## src/rtl/mul_seq_approx_if.sv

```systemverilog
// Operand/result handshake bundle for the sequential approximate multiplier.
interface mul_seq_approx_if #(
    parameter int unsigned W = 8
);
    logic [W-1:0]   A;
    logic [W-1:0]   B;
    logic           MODE;
    logic           IN_VALID;
    logic           IN_READY;
    logic [2*W-1:0] O;
    logic           OUT_VALID;
    logic           OUT_READY;

    // Producer/consumer side of the block.
    modport master (
        output A, B, MODE, IN_VALID, OUT_READY,
        input  IN_READY, O, OUT_VALID
    );

    // Multiplier side.
    modport slave (
        input  A, B, MODE, IN_VALID, OUT_READY,
        output IN_READY, O, OUT_VALID
    );
endinterface

```

## src/rtl/mul_seq_approx.sv

```systemverilog
// Sequential shift-add multiplier, one multiplier bit per cycle, with
// run-time selectable column truncation below weight 2^K and optional
// constant bias compensation on bit K-1.
module mul_seq_approx #(
    parameter int unsigned W    = 8,
    parameter int unsigned K    = 4,
    parameter int unsigned COMP = 1
) (
    input  logic             CLK,
    input  logic             RST_N,
    mul_seq_approx_if.slave  bus
);
    localparam int unsigned PW = 2 * W;
    localparam int unsigned CW = (W > 2) ? $clog2(W) : 1;
    // Index of the compensation bit; clamped so it is always a legal index.
    localparam int unsigned CB = (K > 0) ? K - 1 : 0;
    localparam bit          COMP_EN = (COMP == 1) && (K > 0);
    localparam logic [PW-1:0] KEEP_MASK = ~((PW'(1) << K) - PW'(1));

    typedef enum logic [1:0] {
        IDLE = 2'd0,
        BUSY = 2'd1,
        DONE = 2'd2
    } state_t;

    state_t         state;
    state_t         state_nxt;

    logic [PW-1:0]  a_sh;
    logic [W-1:0]   b_sh;
    logic [PW-1:0]  acc;
    logic [PW-1:0]  o_q;
    logic [CW-1:0]  cnt;
    logic           mode_q;
    logic           a_nz;
    logic           b_nz;
    logic           in_ready_q;
    logic           out_valid_q;

    logic [PW-1:0]  addend_c;
    logic [PW-1:0]  acc_sum_c;
    logic [PW-1:0]  result_c;
    logic           last_step_c;

    // Partial-product selection, truncation and accumulation for this step.
    always_comb begin
        addend_c = b_sh[0] ? a_sh : '0;
        if (mode_q) begin
            addend_c = addend_c & KEEP_MASK;
        end
        acc_sum_c   = acc + addend_c;
        last_step_c = (cnt == CW'(W - 1));
        result_c    = acc_sum_c;
        if (COMP_EN && mode_q && a_nz && b_nz) begin
            result_c[CB] = 1'b1;
        end
    end

    // Next-state logic.
    always_comb begin
        state_nxt = state;
        case (state)
            IDLE: begin
                if (bus.IN_VALID) begin
                    state_nxt = BUSY;
                end
            end
            BUSY: begin
                if (last_step_c) begin
                    state_nxt = DONE;
                end
            end
            DONE: begin
                if (bus.OUT_READY) begin
                    state_nxt = IDLE;
                end
            end
            default: state_nxt = IDLE;
        endcase
    end

    // State register and registered handshake decodes.
    always_ff @(posedge CLK or negedge RST_N) begin
        if (!RST_N) begin
            state       <= IDLE;
            in_ready_q  <= 1'b1;
            out_valid_q <= 1'b0;
        end else begin
            state       <= state_nxt;
            in_ready_q  <= (state_nxt == IDLE);
            out_valid_q <= (state_nxt == DONE);
        end
    end

    // Operand capture, shift-add step and result capture on entry to DONE.
    always_ff @(posedge CLK or negedge RST_N) begin
        if (!RST_N) begin
            a_sh   <= '0;
            b_sh   <= '0;
            acc    <= '0;
            o_q    <= '0;
            cnt    <= '0;
            mode_q <= 1'b0;
            a_nz   <= 1'b0;
            b_nz   <= 1'b0;
        end else begin
            case (state)
                IDLE: begin
                    if (bus.IN_VALID) begin
                        a_sh   <= PW'(bus.A);
                        b_sh   <= bus.B;
                        mode_q <= bus.MODE;
                        a_nz   <= |bus.A;
                        b_nz   <= |bus.B;
                        acc    <= '0;
                        cnt    <= '0;
                    end
                end
                BUSY: begin
                    acc  <= acc_sum_c;
                    a_sh <= a_sh << 1;
                    b_sh <= b_sh >> 1;
                    cnt  <= cnt + CW'(1);
                    if (last_step_c) begin
                        o_q <= result_c;
                    end
                end
                default: ;
            endcase
        end
    end

    assign bus.IN_READY  = in_ready_q;
    assign bus.OUT_VALID = out_valid_q;
    assign bus.O         = o_q;

endmodule

```

## src/flat_wrapper.sv

```systemverilog
// flat-port wrapper written by rule: the top's interface ports become plain ports
module mul_seq_approx_flat 
#(
    parameter int unsigned W    = 8,
    parameter int unsigned K    = 4,
    parameter int unsigned COMP = 1
)
  (CLK, RST_N, bus_A, bus_B, bus_MODE, bus_IN_VALID, bus_OUT_READY, bus_IN_READY, bus_O, bus_OUT_VALID);
  mul_seq_approx_if #(.W(W)) bus_i ();
  input  logic CLK;
  input  logic RST_N;
  input wire logic [$bits(bus_i.A)-1:0] bus_A;
  input wire logic [$bits(bus_i.B)-1:0] bus_B;
  input wire logic [$bits(bus_i.MODE)-1:0] bus_MODE;
  input wire logic [$bits(bus_i.IN_VALID)-1:0] bus_IN_VALID;
  input wire logic [$bits(bus_i.OUT_READY)-1:0] bus_OUT_READY;
  output wire logic [$bits(bus_i.IN_READY)-1:0] bus_IN_READY;
  output wire logic [$bits(bus_i.O)-1:0] bus_O;
  output wire logic [$bits(bus_i.OUT_VALID)-1:0] bus_OUT_VALID;
  assign bus_i.A = bus_A;
  assign bus_i.B = bus_B;
  assign bus_i.MODE = bus_MODE;
  assign bus_i.IN_VALID = bus_IN_VALID;
  assign bus_i.OUT_READY = bus_OUT_READY;
  assign bus_IN_READY = bus_i.IN_READY;
  assign bus_O = bus_i.O;
  assign bus_OUT_VALID = bus_i.OUT_VALID;
  mul_seq_approx #(.W(W), .K(K), .COMP(COMP)) u_core (.CLK(CLK), .RST_N(RST_N), .bus(bus_i));
endmodule
```

## config.mk

```make
export PLATFORM = sky130hd
export DESIGN_NAME = mul_seq_approx_flat
export DESIGN_NICKNAME = d
export VERILOG_FILES = /design/src/rtl/mul_seq_approx_if.sv /design/src/rtl/mul_seq_approx.sv /design/src/flat_wrapper.sv
export SDC_FILE = /design/constraint.sdc
export NUM_CORES = 1
export LEC_CHECK = 0
export BUFFER_PORTS_ARGS = -buffer_cell sky130_fd_sc_hd__buf_4
export CAP_MARGIN = 20
export CORE_MARGIN = 2
export CORE_UTILIZATION = 35
export CTS_BUF_LIST = sky130_fd_sc_hd__clkbuf_4 sky130_fd_sc_hd__clkbuf_8
export CTS_CLUSTER_DIAMETER = 30
export DETAILED_ROUTE_END_ITERATION = 12
export PLACE_DENSITY_LB_ADDON = 0.08
export SYNTH_ARGS = -nofsm -noshare
export SYNTH_HDL_FRONTEND = slang
export SYNTH_SLANG_ARGS = --single-unit
```

## constraint.sdc

```tcl
create_clock -name CLK -period 2.75 [get_ports CLK]
set_input_delay 0.275 -clock CLK [delete_from_list [all_inputs] [get_ports CLK]]
set_output_delay 0.275 -clock CLK [all_outputs]
set_load 0.02 [all_outputs]
```

==> qor.tcl <==
set qor(hold_buffers) 0
set qor(vias) 2603
set qor(critPathBufInv) 1
set qor(global_route_wire_length_before_repair_mm) 13.3
set qor(initial_utilization_pct) 35.6
set qor(synth.yosys.seq_area_share_pct) 48.1
set qor(layout-drive-gt1-share_pct) 20.0
set qor(detail_route.drc_violations) 0
set qor(cts_max_level) 3
set qor(ys.flop_type) {sky130_fd_sc_hd__dfrtp_1}
set qor(antenna_fix_cells) 0
set qor(critical_path.cell_chain) {nor2b_1, and2_1, ha_1, fa_2, a21o_1, a221oi_2, buf_4, o21ai_1, a21oi_2, xor2_1, o21ai_1}
set qor(cpMostUsedCell) {sky130_fd_sc_hd__o21ai_1}
set qor(global_route.usage.total_pct) 16.5
set qor(grt_max_degree) 67
set qor(area_growth_syn_to_layout_pct) 20.7
set qor(detailed_router_s_first_iteration_violation_count) 90
set qor(timing.final.hold_violations) 0
set qor(setup_viol_count_final) 0
set qor(synth.net_count) 384
set qor(final_cells) 528
set qor(number_of_distinct_standard_cells_referenced_by_the_synthesized_netlist) 45
set qor(number_of_antenna_violations_at_the_first_check_in_global_routing) 0
set qor(worstMarginPinSlew_ns) 0.876
set qor(final.min_clock_period_ns) 2.56
set qor(clkLatencyLatePin_ns) 0.35
set qor(worstReg2RegEnd) {u_core.acc[12]}
set qor(fmax_ghz) 0.391
set qor(synth_top_cell_area_share_pct) 47.4
set qor(synthCells) 345
set qor(timing.rr.start) {u_core.b_sh[0]}
set qor(max_stage_delay_ns) 0.38
set qor(regArea_um2) 1650
set qor(drt-wirelength-per-cell_um) 15.0
set qor(multi_input_area_um2) 1730
set qor(cts_num_sinks) 66
set qor(worst-path-stages) 11
set qor(worstSetupEndpointType) {flop}
set qor(cp_max_fo) 4
set qor(clk_pin_slew_ns) 0.08
set qor(grt_pass1_vias) 2606
set qor(floorplan.die_area_um2) 10600
set qor(detailed_place_hpwl_mm) 5.59
set qor(worstSetupStartpoint) {u_core.b_sh[0]}
set qor(cap_violations) 0
set qor(rows) 36
set qor(ant_nets) 0
set qor(timing_max_transition_violations_final) 0
set qor(cts_tree) {built}
set qor(clk_path_buf_depth) 2
set qor(power.density_nw_per_um2) 1120
set qor(worstSetupEndpoint) {u_core.acc[12]}
set qor(count_of_fill_cells_added_during_filler_insertion) 981
set qor(gp_congestion) 0.759
set qor(path_class) {flop to flop}
set qor(post-place-cells) 511
set qor(critPathArrivalTime_ns) 2.76
set qor(synth-async-reset-ratio_pct) 100
set qor(total_leakage_power_nw) 1.90
set qor(boundaryPins) 39
set qor(relSlewSlack_pct) 41.6
set qor(critical_path.startpoint_type) {flop}
set qor(final.setup_skew_ns) 0.0129
set qor(critical-path-top-delay-family) {compound AO/OA/AOI/OAI gates}
set qor(synth_edf_count) 0
set qor(yosys_warnings) 0
set qor(fp.dieH_um) 103
set qor(grt_setup_unrepaired) {no}
set qor(drt-vias-per-instance) 4.93
set qor(final.period_utilization_pct) 93.1
set qor(drt_wl_total_mm) 7.92
set qor(design.final.nets) 429
set qor(post_synth_instance_area_um2) 3430
set qor(min_path_type) {primary input to async pin}
set qor(vdd_ir_drop_max_uv) 321
set qor(numPortBuffers) 38
set qor(worst_r2r_path_depth) 11
set qor(status) {completed}
set qor(cts-buffers-inserted) 9
set qor(ys_ff_latch) 66
set qor(worstPathRequired_ns) 2.95
set qor(globalRouteOverflowTotal) 0
set qor(setup-tns-final_ns) 0
set qor(rrSetupSlack_ns) 0.19
set qor(hold_slack_ns) 0.0107
set qor(synth_largest_area_cell) {sky130_fd_sc_hd__dfrtp_1}
set qor(drt_pass1_iterations) 4
set qor(synth_top_area_cells) {sky130_fd_sc_hd__dfrtp_1, sky130_fd_sc_hd__o21ai_0, sky130_fd_sc_hd__ha_1}
set qor(coreArea_um2) 9640
set qor(cpMaxStageDelayCell) {sky130_fd_sc_hd__dfrtp_1}
set qor(buffer_type_at_the_clock_tree_root) {sky130_fd_sc_hd__clkbuf_8}
set qor(syn_avg_cell_area_um2) 9.95
set qor(floorplan.die.width_um) 103
-- worst reg2reg max path: stages (launching register included) --
cell and delay (ns):
sky130_fd_sc_hd__dfrtp_1 0.38, sky130_fd_sc_hd__nor2b_1 0.15, sky130_fd_sc_hd__and2_1 0.16, sky130_fd_sc_hd__ha_1 0.20, sky130_fd_sc_hd__fa_2 0.36, sky130_fd_sc_hd__a21o_1 0.19, sky130_fd_sc_hd__a221oi_2 0.23, sky130_fd_sc_hd__buf_4 0.17
sky130_fd_sc_hd__o21ai_1 0.10, sky130_fd_sc_hd__a21oi_2 0.17, sky130_fd_sc_hd__xor2_1 0.20, sky130_fd_sc_hd__o21ai_1 0.08
-- per-layer routing --
| metal | vias up | routed length, µm | GRT usage [%] |
|---|---|---|---|
| met2 | 46 | 3340 | 24.0 |
| li1 | 1319 | - | - |
| met3 | 8 | 330 | 3.80 |
| met5 | - | 0 | 0 |
| met4 | 0 | 98 | 6.07 |
| met1 | 1230 | 4150 | 23.8 |
-- repair_timing --
action                     4_1_cts  5_1_grt
hold endpoints to repair         0        0
setup buffers                    0        1
setup endpoints to repair        0        6
gates resized for setup          0        3
-- cell type report --
class,instances,share of cell area [%]
multi-input combinational,263,41.8
sequential,66,39.9
timing repair buffer,50,9.06
tap,133,4.02
clock buffer,9,2.99
clock inverter,7,2.27
-- flip-flops by register name, summed over array words and instances, names as in the netlist --
register / cells
u_core.b_sh: 8
u_core.bus.IN_READY: 1
u_core.mode_q: 1
u_core.a_nz: 1
u_core.a_sh: 16
u_core.cnt: 3
u_core.bus.OUT_VALID: 1
u_core.bus.O: 16
u_core.state: 2
u_core.b_nz: 1
u_core.acc: 16
-- stage by stage --
step	power (mW)	area, µm²	setup slack (ns)	utilization, %
floorplan	3.08	3430	0.272	-
global placement	3.76	3910	0.158	40.6
detailed placement	3.78	3910	0.0762	40.6
CTS	4.71	4130	0.0623	42.8
global route	5.08	4140	0.0142	43.0
finish	4.66	4140	0.190	43.0
-- synth_stat cells (5+ instances only) --
| cell | n |
|---|---|
| sky130_fd_sc_hd__nor2_1 | 11 |
| sky130_fd_sc_hd__xnor2_1 | 6 |
| sky130_fd_sc_hd__xor2_1 | 7 |
| sky130_fd_sc_hd__a21oi_1 | 18 |
| sky130_fd_sc_hd__dfrtp_1 | 65 |
| sky130_fd_sc_hd__nor4_1 | 5 |
| sky130_fd_sc_hd__nand2_1 | 54 |
| sky130_fd_sc_hd__mux2i_1 | 16 |
| sky130_fd_sc_hd__a31oi_1 | 5 |
| sky130_fd_sc_hd__o21ai_0 | 47 |
| sky130_fd_sc_hd__ha_1 | 17 |
| sky130_fd_sc_hd__and2_1 | 19 |
| sky130_fd_sc_hd__clkbuf_1 | 11 |
| sky130_fd_sc_hd__nor2b_1 | 8 |
| sky130_fd_sc_hd__a22o_1 | 13 |
-- cell families after synthesis --
family / count (synthesis) / share of synthesized area [%]
compound gates: 102 / 18.5
xor+xnor: 13 / 3.32
fa+ha+maj: 18 / 6.78
buf+inv: 16 / 2.04
flops: 66 / 48.1
mux: 19 / 5.65
simple gates: 111 / 15.5
-- report_power, final --
| part | internal [mW] | leakage, nW | switching, mW |
|---|---|---|---|
| clock | 0.508 | 0.105 | 0.411 |
| combinational | 0.917 | 0.959 | 1.18 |
| sequential | 1.38 | 0.831 | 0.263 |
-- cell usage in the layout, fill, tap and decap left out, types with 2 or more instances in the layout --
master | Yosys | layout
sky130_fd_sc_hd__mux2i_1 | 16 | 16
sky130_fd_sc_hd__nor4_1 | 5 | 5
sky130_fd_sc_hd__xor2_1 | 7 | 7
sky130_fd_sc_hd__clkinvlp_4 | 0 | 2
sky130_fd_sc_hd__a31oi_1 | 5 | 5
sky130_fd_sc_hd__and2_1 | 19 | 19
sky130_fd_sc_hd__a21oi_2 | 1 | 2
sky130_fd_sc_hd__nand3b_1 | 2 | 2
sky130_fd_sc_hd__a21oi_1 | 18 | 17
sky130_fd_sc_hd__o31ai_1 | 3 | 3
sky130_fd_sc_hd__mux2_2 | 3 | 3
sky130_fd_sc_hd__a211oi_1 | 2 | 2
sky130_fd_sc_hd__nand3_1 | 3 | 3
sky130_fd_sc_hd__a21o_1 | 3 | 3
sky130_fd_sc_hd__nand2_1 | 54 | 54
sky130_fd_sc_hd__nor2_1 | 11 | 11
sky130_fd_sc_hd__o21ai_0 | 47 | 46
sky130_fd_sc_hd__o21bai_4 | 1 | 2
sky130_fd_sc_hd__xnor2_1 | 6 | 6
sky130_fd_sc_hd__buf_4 | 0 | 50
sky130_fd_sc_hd__clkbuf_8 | 0 | 9
sky130_fd_sc_hd__ha_1 | 17 | 17
sky130_fd_sc_hd__a22o_1 | 13 | 13
sky130_fd_sc_hd__nor2b_1 | 8 | 7
sky130_fd_sc_hd__clkinv_2 | 0 | 2
sky130_fd_sc_hd__bufinv_16 | 0 | 2
sky130_fd_sc_hd__o21ai_1 | 1 | 2
sky130_fd_sc_hd__dfrtp_1 | 65 | 65
sky130_fd_sc_hd__nor3_1 | 2 | 2
sky130_fd_sc_hd__a22oi_1 | 2 | 2
-- worst min-delay path by stage --
stage | endpoint | slack [ns] | cells past startpoint
floorplan | u_core.a_nz | -0.02 | 0
global placement | u_core.bus.O[2] | 0.45 | 1
detailed placement | u_core.bus.O[1] | 0.45 | 1
CTS | u_core.a_sh[1] | 0.05 | 1
global route | u_core.bus.O[1] | 0.1 | 1
finish | u_core.bus.O[1] | 0.01 | 1
Note: power is estimated with default switching activity, not from simulation.
